## config.mk

```make
export PLATFORM = sky130hd
export DESIGN_NAME = stride_prefetch_buffer
export DESIGN_NICKNAME = d
export VERILOG_FILES = /design/src/rtl/prefetch_pkg.sv /design/src/rtl/prefetch_tag_cam.sv /design/src/rtl/stride_prefetch_buffer.sv
export SDC_FILE = /design/constraint.sdc
export NUM_CORES = 2
export LEC_CHECK = 0
export BUFFER_PORTS_ARGS = -buffer_cell sky130_fd_sc_hd__buf_2
export CORE_ASPECT_RATIO = 2
export CORE_MARGIN = 1
export CORE_UTILIZATION = 45
export CTS_BUF_LIST = sky130_fd_sc_hd__clkbuf_8
export DETAILED_ROUTE_END_ITERATION = 8
export MAX_ROUTING_LAYER = met4
export PLACE_DENSITY = 0.64
export SYNTH_ARGS = -nofsm -noshare
export SYNTH_HDL_FRONTEND = slang
export SYNTH_HIERARCHICAL = 1
export SYNTH_SLANG_ARGS = --single-unit
```

## constraint.sdc

```tcl
create_clock -name clk -period 7.18 [get_ports clk]
set_clock_uncertainty 0.1 [all_clocks]
set_input_delay 1.436 -clock clk [delete_from_list [all_inputs] [get_ports clk]]
set_output_delay 1.436 -clock clk [all_outputs]
set_load 0.1 [all_outputs]
```

## src/rtl/prefetch_pkg.sv

```systemverilog
// Shared types and helpers for the stride prefetch buffer: FSM states,
// parameter derivations and line/byte-address conversions.
package prefetch_pkg;

    typedef enum logic [1:0] {
        IDLE    = 2'd0,
        LOOKUP  = 2'd1,
        PROMOTE = 2'd2,
        ISSUE   = 2'd3
    } pf_state_e;

    // Conversions work on a wide container; callers size-cast to their own widths.
    localparam int MAX_W = 64;

    function automatic int off_w(input int block_bytes);
        return $clog2(block_bytes);
    endfunction

    function automatic int line_w(input int addr_w, input int block_bytes);
        return addr_w - $clog2(block_bytes);
    endfunction

    function automatic logic [MAX_W-1:0] addr_to_line(input logic [MAX_W-1:0] addr, input int off);
        return addr >> off;
    endfunction

    function automatic logic [MAX_W-1:0] line_to_addr(input logic [MAX_W-1:0] line, input int off);
        return line << off;
    endfunction

endpackage

```

## src/rtl/prefetch_tag_cam.sv

```systemverilog
// MRU-ordered line-address store: insert at entry 0, promote a hit to entry 0,
// lowest-index demand match plus a candidate-present match.
module prefetch_tag_cam #(
    parameter int DEPTH  = 8,
    parameter int LINE_W = 28,
    parameter int IDX_W  = $clog2(DEPTH)
) (
    input  logic              clk,
    input  logic              rst,
    input  logic              ins_en,
    input  logic [LINE_W-1:0] ins_line,
    input  logic              promote_en,
    input  logic [IDX_W-1:0]  promote_idx,
    input  logic [LINE_W-1:0] dmd_line,
    output logic              dmd_hit,
    output logic [IDX_W-1:0]  dmd_idx,
    input  logic [LINE_W-1:0] cand_line,
    output logic              cand_present
);

    logic [DEPTH-1:0]             vld;
    logic [DEPTH-1:0][LINE_W-1:0] tag;
    logic [DEPTH-1:0]             dmd_match;
    logic [DEPTH-1:0]             cand_match;

    for (genvar i = 0; i < DEPTH; i++) begin : g_cmp
        assign dmd_match[i]  = vld[i] && (tag[i] == dmd_line);
        assign cand_match[i] = vld[i] && (tag[i] == cand_line);
    end

    assign dmd_hit      = |dmd_match;
    assign cand_present = |cand_match;

    // Scan high to low so the lowest matching index is the one left standing.
    always_comb begin
        dmd_idx = '0;
        for (int i = DEPTH - 1; i >= 0; i--) begin
            if (dmd_match[i]) dmd_idx = IDX_W'(i);
        end
    end

    always_ff @(posedge clk) begin
        if (rst) begin
            vld <= '0;
            tag <= '0;
        end else if (ins_en) begin
            for (int i = 1; i < DEPTH; i++) begin
                tag[i] <= tag[i-1];
                vld[i] <= vld[i-1];
            end
            tag[0] <= ins_line;
            vld[0] <= 1'b1;
        end else if (promote_en) begin
            for (int i = 1; i < DEPTH; i++) begin
                if (i <= int'(promote_idx)) begin
                    tag[i] <= tag[i-1];
                    vld[i] <= vld[i-1];
                end
            end
            tag[0] <= tag[promote_idx];
            vld[0] <= vld[promote_idx];
        end
    end

endmodule

```

## src/rtl/stride_prefetch_buffer.sv

```systemverilog
// Demand-miss lookup against a prefetched-line buffer, single-stream stride
// training and DEGREE-deep prefetch issue over a valid/ready request port.
module stride_prefetch_buffer
    import prefetch_pkg::*;
#(
    parameter int ADDR_W      = 32,
    parameter int BLOCK_BYTES = 16,
    parameter int DEPTH       = 8,
    parameter int DEGREE      = 2
) (
    input  logic              clk,
    input  logic              rst,
    input  logic              miss_valid,
    input  logic [ADDR_W-1:0] miss_addr,
    output logic              miss_ready,
    output logic              resp_valid,
    output logic              resp_hit,
    output logic              pf_req_valid,
    output logic [ADDR_W-1:0] pf_req_addr,
    input  logic              pf_req_ready
);

    localparam int OFF_W  = off_w(BLOCK_BYTES);
    localparam int LINE_W = line_w(ADDR_W, BLOCK_BYTES);
    localparam int IDX_W  = $clog2(DEPTH);
    localparam int K_W    = $clog2(DEGREE + 1);

    pf_state_e         state, state_nxt;
    logic [LINE_W-1:0] l_line, last_line, last_delta, step, cand;
    logic [LINE_W-1:0] delta, step_nxt;
    logic [K_W-1:0]    k;
    logic              conf, k_last, advance, ins_en, promote_en;
    logic              dmd_hit, cand_present;
    logic [IDX_W-1:0]  dmd_idx;

    prefetch_tag_cam #(
        .DEPTH  (DEPTH),
        .LINE_W (LINE_W),
        .IDX_W  (IDX_W)
    ) u_cam (
        .clk          (clk),
        .rst          (rst),
        .ins_en       (ins_en),
        .ins_line     (cand),
        .promote_en   (promote_en),
        .promote_idx  (dmd_idx),
        .dmd_line     (l_line),
        .dmd_hit      (dmd_hit),
        .dmd_idx      (dmd_idx),
        .cand_line    (cand),
        .cand_present (cand_present)
    );

    always_comb begin
        delta        = l_line - last_line;
        conf         = (delta == last_delta) && (delta != '0);
        step_nxt     = conf ? delta : LINE_W'(1);
        k_last       = (k == K_W'(DEGREE));
        miss_ready   = (state == IDLE);
        resp_valid   = (state == LOOKUP);
        resp_hit     = resp_valid && dmd_hit;
        promote_en   = (state == PROMOTE);
        // Present candidates are skipped without a request, so valid never drops mid-stall.
        pf_req_valid = (state == ISSUE) && !cand_present;
        pf_req_addr  = pf_req_valid ? ADDR_W'(line_to_addr(MAX_W'(cand), OFF_W)) : '0;
        advance      = (state == ISSUE) && (cand_present || pf_req_ready);
        ins_en       = pf_req_valid && pf_req_ready && !rst;

        state_nxt = state;
        unique case (state)
            IDLE:    if (miss_valid) state_nxt = LOOKUP;
            LOOKUP:  state_nxt = dmd_hit ? PROMOTE : ISSUE;
            PROMOTE: state_nxt = ISSUE;
            ISSUE:   if (advance && k_last) state_nxt = IDLE;
            default: state_nxt = IDLE;
        endcase
    end

    always_ff @(posedge clk) begin
        if (rst) begin
            state      <= IDLE;
            l_line     <= '0;
            last_line  <= '0;
            last_delta <= '0;
            step       <= '0;
            cand       <= '0;
            k          <= '0;
        end else begin
            state <= state_nxt;
            unique case (state)
                IDLE: begin
                    if (miss_valid) l_line <= LINE_W'(addr_to_line(MAX_W'(miss_addr), OFF_W));
                end
                LOOKUP: begin
                    last_line  <= l_line;
                    last_delta <= delta;
                    step       <= step_nxt;
                    cand       <= l_line + step_nxt;
                    k          <= K_W'(1);
                end
                ISSUE: begin
                    if (advance) begin
                        k    <= k + K_W'(1);
                        cand <= cand + step;
                    end
                end
                default: ;
            endcase
        end
    end

endmodule

```

==> flow_metrics.env <==
export IMPL_synth_edff_count=0
export IMPL_area_delta_synth_final_pct=15.0
export IMPL_drt_first_iter_violations=2590
export IMPL_ir_drop_mv=0.352
export IMPL_ff2ff_setup_slack_ps=240
export IMPL_cts_tree="yes"
export IMPL_cts_max_path_buffers=3
export IMPL_critPathCaptureType="flip-flop"
export IMPL_avgSynthCellArea_sq_um=7.97
export IMPL_drv_slew=0
export IMPL_synth_distinct_cells=107
export IMPL_post_route_period_util=0.966
export IMPL_port_buffers=63
export IMPL_crit_fanout=5
export IMPL_synth_top_cell_by_area="dfxtp_1"
export IMPL_ys_ff_latch=376
export IMPL_fin_nets=3699
export IMPL_layout_drive_gt1_share=0.163
export IMPL_syn_inst=3405
export IMPL_drc=0
export IMPL_synth_cell_area_sq_mm=0.0271
export IMPL_report_power_total_mw=12.2
export IMPL_status="completed"
export IMPL_grt_antenna_before_repair=18
export IMPL_grt_util_all_layers=0.476
export IMPL_dp_hpwl_mm=103
export IMPL_arrival_ps=7470
export IMPL_synth_common_cells="nand2_1 (593), dfxtp_1 (376), a21oi_1 (339), xor2_1 (278), xnor2_1 (246)"
export IMPL_fmax_ghz=0.144
export IMPL_cts_buffers=60
export IMPL_leakagePower_nw=13.0
export IMPL_row_count=127
export IMPL_io_pins=72
export IMPL_initial_core_util=0.454
export IMPL_hold_viol=0
export IMPL_worstPathRequired_ps=7720
export IMPL_die_w_um=176
export IMPL_finalWeightedCongestion=1.09
export IMPL_tightest_slew_ps=1450
export IMPL_fin_crit_ps=6940
export IMPL_setup_viol=0
export IMPL_grt_max_degree=91
export IMPL_yosysTopAreaCellShare=0.278
export IMPL_clock_latency_ps=780
export IMPL_critPathMaxStageDelay_ps=550
export IMPL_coreArea_sq_mm=0.0597
export IMPL_grt_pass1_wl_mm=199
export IMPL_die_area_sq_mm=0.0613
export IMPL_grt_overflow=0
export IMPL_vias=27800
export IMPL_maxCapViolCount=0
export IMPL_hold_class="flip-flop to flip-flop"
export IMPL_synthTopCellsByArea="dfxtp_1 (28%), xor2_1 (9.0%), nand2_1 (8.2%)"
export IMPL_h_tree_depth=2
export IMPL_power_density_mw_per_mm2=391
export IMPL_startpoint_type="flip-flop"
export IMPL_wl_per_cell_um=31.5
export IMPL_cts_sinks=376
export IMPL_hold_buffers=0
export IMPL_die_h_um=349
export IMPL_drt_total_wl_mm=139
export IMPL_synth_warnings=6
export IMPL_grt_pass1_vias=27400
export IMPL_ys_flop_type="dfxtp_1"
export IMPL_clkTransAtPathRegs_ps=70
export IMPL_fin_cells=4420
export IMPL_first_pass_iters=6
export IMPL_async_reset_ff_frac=0
export IMPL_rsz0062_at_grt="true"
export IMPL_yosysSeqAreaShare=0.278
export IMPL_place_inst=4276
export IMPL_synth_most_common_cell="nand2_1"
export IMPL_drt_vias_per_instance=6.30
export IMPL_criticalPathCategory="flip-flop to flip-flop"
export IMPL_clockRootBuffer="clkbuf_8"
export IMPL_cp_slowest_cell="or4_4"
export IMPL_max_slew_margin=0.0244
export IMPL_ant_nets=0
-- worst paths after layout --
kind / start / endpoint / depth (start not counted)
hold / removal: k[0] / k[0] / 1
setup reg to reg: l_line[0] / cand[26] / 32
setup / recovery: l_line[0] / cand[26] / 32
hold reg to reg: k[0] / k[0] / 1
-- area by class of cell --
class	count	area (sq um)
Inverter	70	263
Multi-Input combinational cell	2717	18400
Tap cell	774	968
Sequential cell	376	7530
Antenna cell	22	55.1
Fill cell	5998	28500
Timing Repair Buffer	349	2550
Clock buffer	74	1020
Clock inverter	38	370
-- flip-flops by register name, summed over array words and instances, names as in the netlist --
name        flops
last_line      28
k               2
u_cam/tag     224
l_line         28
step           28
u_cam/vld       8
cand           28
last_delta     28
state           2
-- metal layers --
metal | vias up | GRT usage | wire, um
met4 | 0 | 0.535 | 20000
met1 | 13100 | 0.408 | 41900
li1 | 12300 | - | -
met3 | 927 | 0.155 | 10100
met2 | 1506 | 0.769 | 67100
met5 | - | - | 0
-- critical path, delay by kind of cell (launching register included) --
kind,cells,cell delay (ps)
adder cells (fa/ha/maj),4,930
buffers and inverters,6,730
AO/OA/AOI/OAI,12,2440
flip-flops,1,340
AND/OR/NAND/NOR,9,2150
multiplexers,1,140
-- repair_timing --
action	in CTS	in global routing
buffers inserted	2	6
setup endpoints to repair	5	15
gates resized for setup	14	26
pin swaps	5	25
-- cells in the final DEF (no fill, tap or decap), types with 14 or more instances in the layout --
cell | synthesis | routed
nand2_1 | 593 | 592
dfxtp_1 | 376 | 375
a21oi_1 | 339 | 334
xor2_1 | 278 | 278
buf_4 | 15 | 278
xnor2_1 | 246 | 244
nor2_1 | 214 | 209
ha_1 | 86 | 83
inv_1 | 67 | 78
nand4_1 | 78 | 78
clkbuf_8 | 0 | 74
nor4_1 | 74 | 73
buf_2 | 93 | 62
nor3_1 | 55 | 55
o21ai_0 | 55 | 53
mux2i_1 | 49 | 49
nand3_1 | 41 | 41
a211oi_1 | 41 | 41
nor2b_1 | 41 | 38
and2_1 | 37 | 37
o21ai_1 | 36 | 36
a21o_1 | 35 | 35
a221oi_1 | 30 | 30
mux4_2 | 30 | 30
o311ai_1 | 28 | 28
mux2_1 | 27 | 27
diode_2 | 0 | 22
o21a_1 | 19 | 18
o211ai_1 | 16 | 16
a31oi_1 | 16 | 14
-- stage by stage --
stage	hold slack, ps	setup WS (ps)	TNS, ps	util	area (sq um)
finish	377	245	0	0.522	31200
detailed placement	357	-281	-931	0.494	29500
CTS	372	2.00	0	0.518	31000
global placement	355	-181	-427	0.494	29500
global route	389	-134	-351	0.522	31200
floorplan	337	350	0	-	27100
-- cell families (layout without fill, tap and decap cells) --
family / after synthesis / after routing / synth area share
adder cells (fa/ha/maj): 89 / 89 / 0.0419
XOR/XNOR: 533 / 533 / 0.177
buffers and inverters: 315 / 531 / 0.0536
other: 1 / 26 / 0.000138
flip-flops: 376 / 376 / 0.278
multiplexers: 108 / 108 / 0.0550
AND/OR/NAND/NOR: 1257 / 1257 / 0.221
AO/OA/AOI/OAI: 726 / 726 / 0.174
-- where the power goes --
| part | switching (mW) | internal (mW) | total, mW |
|---|---|---|---|
| Sequential | 0.532 | 2.29 | 2.82 |
| Combinational | 4.48 | 2.67 | 7.15 |
| Clock | 1.03 | 1.19 | 2.22 |
Note: power is estimated with default switching activity, not from simulation.
